<file path="config.mk">
export PLATFORM = sky130hd
export DESIGN_NAME = prbs8_sat_counter
export DESIGN_NICKNAME = d
export VERILOG_FILES = /design/src/rtl/prbs8_sat_counter.sv
export SDC_FILE = /design/constraint.sdc
export NUM_CORES = 1
export LEC_CHECK = 0
export BUFFER_PORTS_ARGS = -buffer_cell sky130_fd_sc_hd__buf_2
export CAP_MARGIN = 20
export CORE_MARGIN = 2
export CORE_UTILIZATION = 25
export CTS_CLUSTER_DIAMETER = 120
export DETAILED_ROUTE_END_ITERATION = 6
export GPL_TIMING_DRIVEN = 0
export HOLD_SLACK_MARGIN = 0.12
export PLACE_DENSITY = 0.43
export SKIP_CTS_REPAIR_TIMING = 1
export SYNTH_ARGS = -nofsm -noshare
export SYNTH_HDL_FRONTEND = slang
export SYNTH_SLANG_ARGS = --single-unit
export TNS_END_PERCENT = 5
</file>
<file path="constraint.sdc">
create_clock -name clk -period 2 [get_ports clk]
set_clock_uncertainty 0.2 [all_clocks]
set_input_delay 0.2 -clock clk [delete_from_list [all_inputs] [get_ports clk]]
set_output_delay 0.2 -clock clk [all_outputs]
set_load 0.005 [all_outputs]
</file>
<file path="src/rtl/prbs8_sat_counter.sv">
// Saturating event counter: adds a 0..15 increment, clamps at all-ones, synchronous clear.
// Latency: new count visible one cycle after clr/inc_en.
// Backpressure: none; clr wins over a coincident increment.
module prbs8_sat_counter #(
  parameter int W = 16
) (
  input  logic         clk,
  input  logic         rst,
  input  logic         clr,
  input  logic         inc_en,
  input  logic [3:0]   inc,
  output logic [W-1:0] cnt
);

  logic [W-1:0] cnt_q, cnt_d;
  logic [W+3:0] sum;

  // Next count: clear first, otherwise widened add then clamp to all-ones.
  always_comb begin
    cnt_d = cnt_q;
    sum   = {4'b0000, cnt_q} + {{W{1'b0}}, inc};
    if (clr) begin
      cnt_d = '0;
    end else if (inc_en) begin
      if (sum > {4'b0000, {W{1'b1}}}) begin
        cnt_d = '1;
      end else begin
        cnt_d = sum[W-1:0];
      end
    end
  end

  // Count register.
  always_ff @(posedge clk) begin
    if (rst) begin
      cnt_q <= '0;
    end else begin
      cnt_q <= cnt_d;
    end
  end

  assign cnt = cnt_q;

endmodule

</file>
==> run_results.csv, run 1 <==
group,metric,value,unit
setup_path,arrival,2.04,ns
layout,final_cell_mix,"buf_2 (23), dfxtp_1 (15), a31oi_1 (8), o21ai_0 (5)",
flow_run,drv_cap,0,
grt,grt_pass1_wl,3640,um
synth,synth_compound_area_share,31.6,%
synth,synth_xor_area_share,2.01,%
layout,multiInputGateArea,599,um2
placement,gp_congestion,0.788,
drt,drc,0,
synth,yosys_warnings,0,
grt,grt-ovfl-total,0,
setup_path,cp_slowest_cell,"dfxtp_2",
clock_network,clockBufferDepth,2,
drt,via_count,849,
placement,numPlacedInstances,164,
setup_path,crit_family,"adder cells",
setup_path,cp-end-kind,"flop",
synth,synthesis.nets,109,
synth,synth_fa_ha_area_share,8.03,%
grt,grt_pass1_vias,772,
setup_path,path_depth,8,
layout,antenna_cells,0,
synth,mappedNetlistArea,872,um2
synth,synth.yosys.seq_area_share,36.7,%
layout,synthToLayoutAreaGrowth,42.0,%
setup_path,crit_chain,"ha_4 -> inv_2 -> fa_2 -> nand2b_4 -> a21oi_4 -> buf_8 -> nand2_8 -> a311oi_2",
synth,synth_area_leader_cell,"dfxtp_1",
hold_path,hold_path_class,"in2reg",
synth,synthTopCellsByArea,"dfxtp_1 (37%), a31oi_1 (6.5%), a311oi_1 (6.0%), ha_1 (5.7%), a211oi_1 (4.3%)",
timing,setup-tns-final,-0.107,ns
layout,drive_gt1_share,38.6,%
grt,grt_max_degree,11,
floorplan,die_w,63.1,um
setup_path,required,2.00,ns
drt,ant_nets,0,
synth,synthesis.instances,96,
setup_path,ff2ff_setup_slack,-0.04,ns
timing,period_share,102,%
timing,layout_setup_ws,-0.0394,ns
setup_path,path_class,"reg2reg",
layout,fin_cells,173,
setup_path,startpoint,"cnt[0]",
pwr,peakVddDrop,0.176,mV
layout,mostFrequentLayoutCell,"buf_2",
floorplan,die-area,3980,um2
clock_network,ctsRootBufferMaster,"clkbuf_4",
clock_network,cts_inserted_buffers,3,
layout,layout.nets,142,
setup_path,rr_worst_depth,8,
placement,hpwlAfterDp,1620,um
outcome,status,"finished with violations",
synth,synth_top_family_by_area,"compound AO/OA/AOI/OAI gates",
clock_network,cts_tree,"yes",
timing,min_period,2.04,ns
clock_network,clk_pin_slew_worst_paths,0.09,ns
layout,largest_register_ffs,16,
pwr,power.density,479,nW/um2
timing,whs,0.131,ns
synth,synth_mux_area_share,0,%
timing,worst_slew_pin_slew,0.513,ns
layout,seqCellArea,322,um2
setup_path,critPathLaunchType,"flop",
hold_path,holdPathStages,3,
setup_path,crit_fanout,5,
drt,avgRoutedWirePerCell,12.9,um
floorplan,fp.dieH,63.1,um
floorplan,start_util,26.1,%
drt,wirelength,2240,um
drt,via_per_inst,4.91,
timing,finalHoldViolations,0,
floorplan,core-area,3340,um2
synth,ys_types,31,
grt,antenna_found_initial,0,
setup_path,reg2reg_from,"cnt[0]",
layout,final_util,37.1,%
pwr,p_total,593,uW
timing,setup_viol,5,
floorplan,placementRows,21,
setup_path,slowest_delay,0.37,ns
outcome,violations,"negative setup slack",
synth,synth_simple_gate_area_share,16.6,%
pwr,leakage,0.498,nW
timing,slew_headroom,65.8,%
clock_network,h-tree-depth,1,
drt,drtIter0Drc,20,
timing,max_freq,490,MHz
timing,grt_setup_unrepaired,"yes",
timing,slew_viol_final,0,
clock_network,cts.sinks,16,
synth,ys_ff_latch,16,
floorplan,ios,24,
layout,fill_cells,353,
setup_path,crit_buf_inv,2,
drt,drt_first_pass_iters,4,
hold_path,min_from,"inc_en",
clock_network,clk_latency,0.28,ns
placement,place.port_buffers,22,
synth,syn_area_per_cell,9.08,um2
grt,track_usage,11.3,%
synth,netlist.area_leader.share,36.7,%
per-layer routing:
metal  routed length [um]  up-vias  global-route usage, %
met5                    0        -                      0
met4                   17        0                   4.17
met3                   61        2                   2.14
met2                  986       11                   16.8
met1                 1170      391                   16.2
li1                     -      445                      -
layout make-up:
| cell class | instances | share of cell area, % |
|---|---|---|
| sequential | 16 | 26.0 |
| multi-input combinational | 70 | 48.4 |
| timing repair buffer | 28 | 14.7 |
| tap | 46 | 4.65 |
| buffer | 7 | 3.54 |
| inverter | 3 | 0.909 |
| clock buffer | 3 | 1.82 |
power breakdown:
part / internal [mW] / switching, mW
clock: 0.0699 / 0.101
sequential: 0.323 / 0.00371
combinational: 0.0455 / 0.0506
final timing paths:
| kind | endpoint |
|---|---|
| setup / recovery | cnt[5] |
| hold / removal | cnt[6] |
| setup reg to reg | cnt[5] |
| hold reg to reg | cnt[6] |
cells in the mapped netlist (all sizes together):
library cell / n
dfxtp: 16
o211a: 1
a311oi: 6
and3b: 1
o21ba: 1
nand2b: 1
o21ai: 5
a21oi: 5
and3: 1
a211oi: 5
nand2: 3
nor2: 4
xor2: 2
buf: 2
or2: 1
fa: 1
ha: 4
a2111oi: 1
nor3: 2
a41oi: 4
and2: 5
nand4: 2
clkbuf: 5
inv: 3
o21bai: 1
a31oi: 9
a21o: 1
and4: 4
cells by family (layout without fill, tap and decap cells):
group / after synthesis / after routing
AOI/OAI and AO/OA: 39 / 39
and+or+nand+nor: 24 / 24
DFF: 16 / 16
buffers and inverters: 10 / 41
adders and majority gates: 5 / 5
xor gates and xnor gates: 2 / 2
worst register-to-register path, stage by stage, from the launching register on:
cell,delay [ns]
dfxtp_2,0.37
ha_4,0.15
inv_2,0.04
fa_2,0.36
nand2b_4,0.16
a21oi_4,0.21
buf_8,0.17
nand2_8,0.07
a311oi_2,0.24
metrics by stage:
step,worst slack [ns],cell area [um2]
after floorplan,0.0308,910
after global placement,-0.130,1080
after detailed placement,-0.127,1080
after CTS,-0.159,1100
after global routing,-0.155,1240
final,-0.0394,1240
No activity file was read; power rests on OpenSTA's default activity.
==> run 2, diff against run 1 <==
--- a/config.mk
+++ b/config.mk
@@ -13,7 +13,7 @@
 export DETAILED_ROUTE_END_ITERATION = 6
 export GPL_TIMING_DRIVEN = 0
 export HOLD_SLACK_MARGIN = 0.12
-export PLACE_DENSITY = 0.43
+export PLACE_DENSITY = 0.41
 export SKIP_CTS_REPAIR_TIMING = 1
 export SYNTH_ARGS = -nofsm -noshare
 export SYNTH_HDL_FRONTEND = slang
==> constraint.sdc (replaced) <==
create_clock -name clk -period 2.15 [get_ports clk]
set_clock_uncertainty 0.2 [all_clocks]
set_input_delay 0.215 -clock clk [delete_from_list [all_inputs] [get_ports clk]]
set_output_delay 0.215 -clock clk [all_outputs]
set_load 0.005 [all_outputs]
==> run 2 against run 1 <==
  * The flow now finishes without violations
  * Worst hold slack better by 0.016 ns
  * Cell count is 0.58% higher
  * Via count is 2.4% higher
  * Routed wire length is 5.1% higher
  * First-iteration DRC count is 50% higher
  * Cell area is 3.0% lower
  * Largest cell class unchanged
  * Largest power group unchanged
==> run_results.csv, run 2 (synthesized netlist as in run 1, its figures left out) <==
group,metric,value,unit
drt,drc,0,
pwr,leakage,0.510,nW
grt,grt_max_degree,11,
floorplan,placementRows,21,
flow_run,drv_cap,0,
hold_path,min_from,"inc[0]",
setup_path,ff2ff_setup_slack,0.13,ns
clock_network,h-tree-depth,1,
hold_path,min_to,"cnt[0]",
clock_network,clockBufferDepth,2,
setup_path,r2r-end,"cnt[8]",
placement,place.port_buffers,22,
timing,setup_viol,0,
timing,slew_headroom,63.8,%
outcome,status,"finished, final reports clean",
setup_path,required,2.12,ns
drt,via_per_inst,4.99,
grt,antenna_found_initial,0,
layout,final_cell_mix,"buf_2 (23), dfxtp_1 (15), a31oi_1 (9), and2_1 (5), o21ai_0 (5)",
setup_path,cp-end-kind,"flop",
hold_path,holdPathStages,4,
layout,final_util,36.0,%
layout,stdcell_area,1200,um2
layout,synthToLayoutAreaGrowth,37.7,%
floorplan,core-area,3340,um2
drt,ant_nets,0,
timing,max_freq,496,MHz
timing,period_share,93.8,%
setup_path,critPathLaunchType,"flop",
grt,track_usage,12.2,%
grt,grt_pass1_vias,805,
clock_network,cts_tree,"yes",
layout,antenna_cells,0,
layout,fin_cells,174,
setup_path,reg2reg_from,"cnt[0]",
floorplan,start_util,26.1,%
floorplan,die-area,3980,um2
clock_network,ctsRootBufferMaster,"clkbuf_4",
placement,numPlacedInstances,164,
layout,fill_cells,381,
drt,wirelength,2350,um
timing,slew_viol_final,0,
clock_network,clk_latency,0.29,ns
layout,mostFrequentLayoutCell,"buf_2",
placement,gp_congestion,0.734,
drt,avgRoutedWirePerCell,13.5,um
setup_path,crit_fanout,3,
setup_path,path_class,"reg2reg",
clock_network,cts_inserted_buffers,3,
floorplan,ios,24,
floorplan,die_w,63.1,um
clock_network,clk_pin_slew_worst_paths,0.10,ns
layout,drive_gt1_share,36.7,%
clock_network,cts.sinks,16,
timing,finalHoldViolations,0,
timing,grt_setup_unrepaired,"no",
placement,hpwlAfterDp,1670,um
setup_path,rr_worst_depth,8,
pwr,peakVddDrop,0.186,mV
timing,min_period,2.02,ns
floorplan,fp.dieH,63.1,um
drt,drtIter0Drc,30,
drt,drt_first_pass_iters,4,
layout,layout.nets,142,
timing,worst_slew_pin_slew,0.543,ns
drt,via_count,869,
setup_path,arrival,1.98,ns
layout,largest_register_ffs,16,
pwr,power.density,494,nW/um2
grt,grt-ovfl-total,0,
hold_path,hold_path_class,"in2reg",
grt,grt_pass1_wl,3860,um
placement,placed_area,1040,um2
[run 2: cell count changes in the layout (fill, tap and decap cells not counted), sizes merged]
cell         delta
buf             +2
dlygate4sd3     -1
[run 2: stage by stage]
step	setup WS, ns	power [mW]	TNS, ns	hold WS [ns]
after floorplan	0.0298	0.352	0	0.186
after global placement	-0.331	0.374	-2.13	0.293
after detailed placement	-0.289	0.373	-1.82	0.295
after CTS	-0.323	0.585	-2.23	-0.0272
after global routing	0.00498	0.635	0	0.177
final	0.134	0.594	0	0.146
[run 2: layout make-up]
type	instances	area, um2	share of cell area (%)
multi-input cells	70	572	47.6
flip-flops and latches	16	322	26.8
repair buffers	28	163	13.5
well taps	46	57.6	4.79
plain buffers	7	40.0	3.33
clock buffers	4	36.3	3.02
inverters	3	11.3	0.938
[run 2: critical path, cell delays in order, from the launching register on]
cell and delay [ns]:
dfxtp_2 0.37, ha_4 0.14, inv_1 0.05, fa_2 0.36, nand2b_4 0.16, a21oi_4 0.17
buf_4 0.14, and3b_2 0.22, a311oi_1 0.09
[run 2: metal layers]
metal	global-route usage, %	part of all wire (%)	up-vias
met1	17.6	49	400
met3	2.50	3.8	5
met5	0	0	-
met2	17.0	45	20
li1	-	-	444
met4	5.83	1.9	0
[run 2: how the worst max path moves through the flow]
| stage | start | to | slack [ns] | cells after the start |
|---|---|---|---|---|
| after global placement | cnt[0] | cnt[5] | -0.33 | 8 |
| after floorplan | cnt[0] | cnt[5] | 0.03 | 8 |
| after CTS | cnt[0] | cnt[5] | -0.32 | 8 |
| after detailed placement | cnt[0] | cnt[5] | -0.29 | 8 |
| final | cnt[0] | cnt[8] | 0.13 | 8 |
| after global routing | cnt[0] | cnt[12] | 0.005 | 8 |
[run 2: power by group]
group / total [mW] / internal, mW / switching, mW
Sequential: 0.303 / 0.300 / 0.00317
Combinational: 0.0827 / 0.0374 / 0.0453
Clock: 0.208 / 0.103 / 0.105
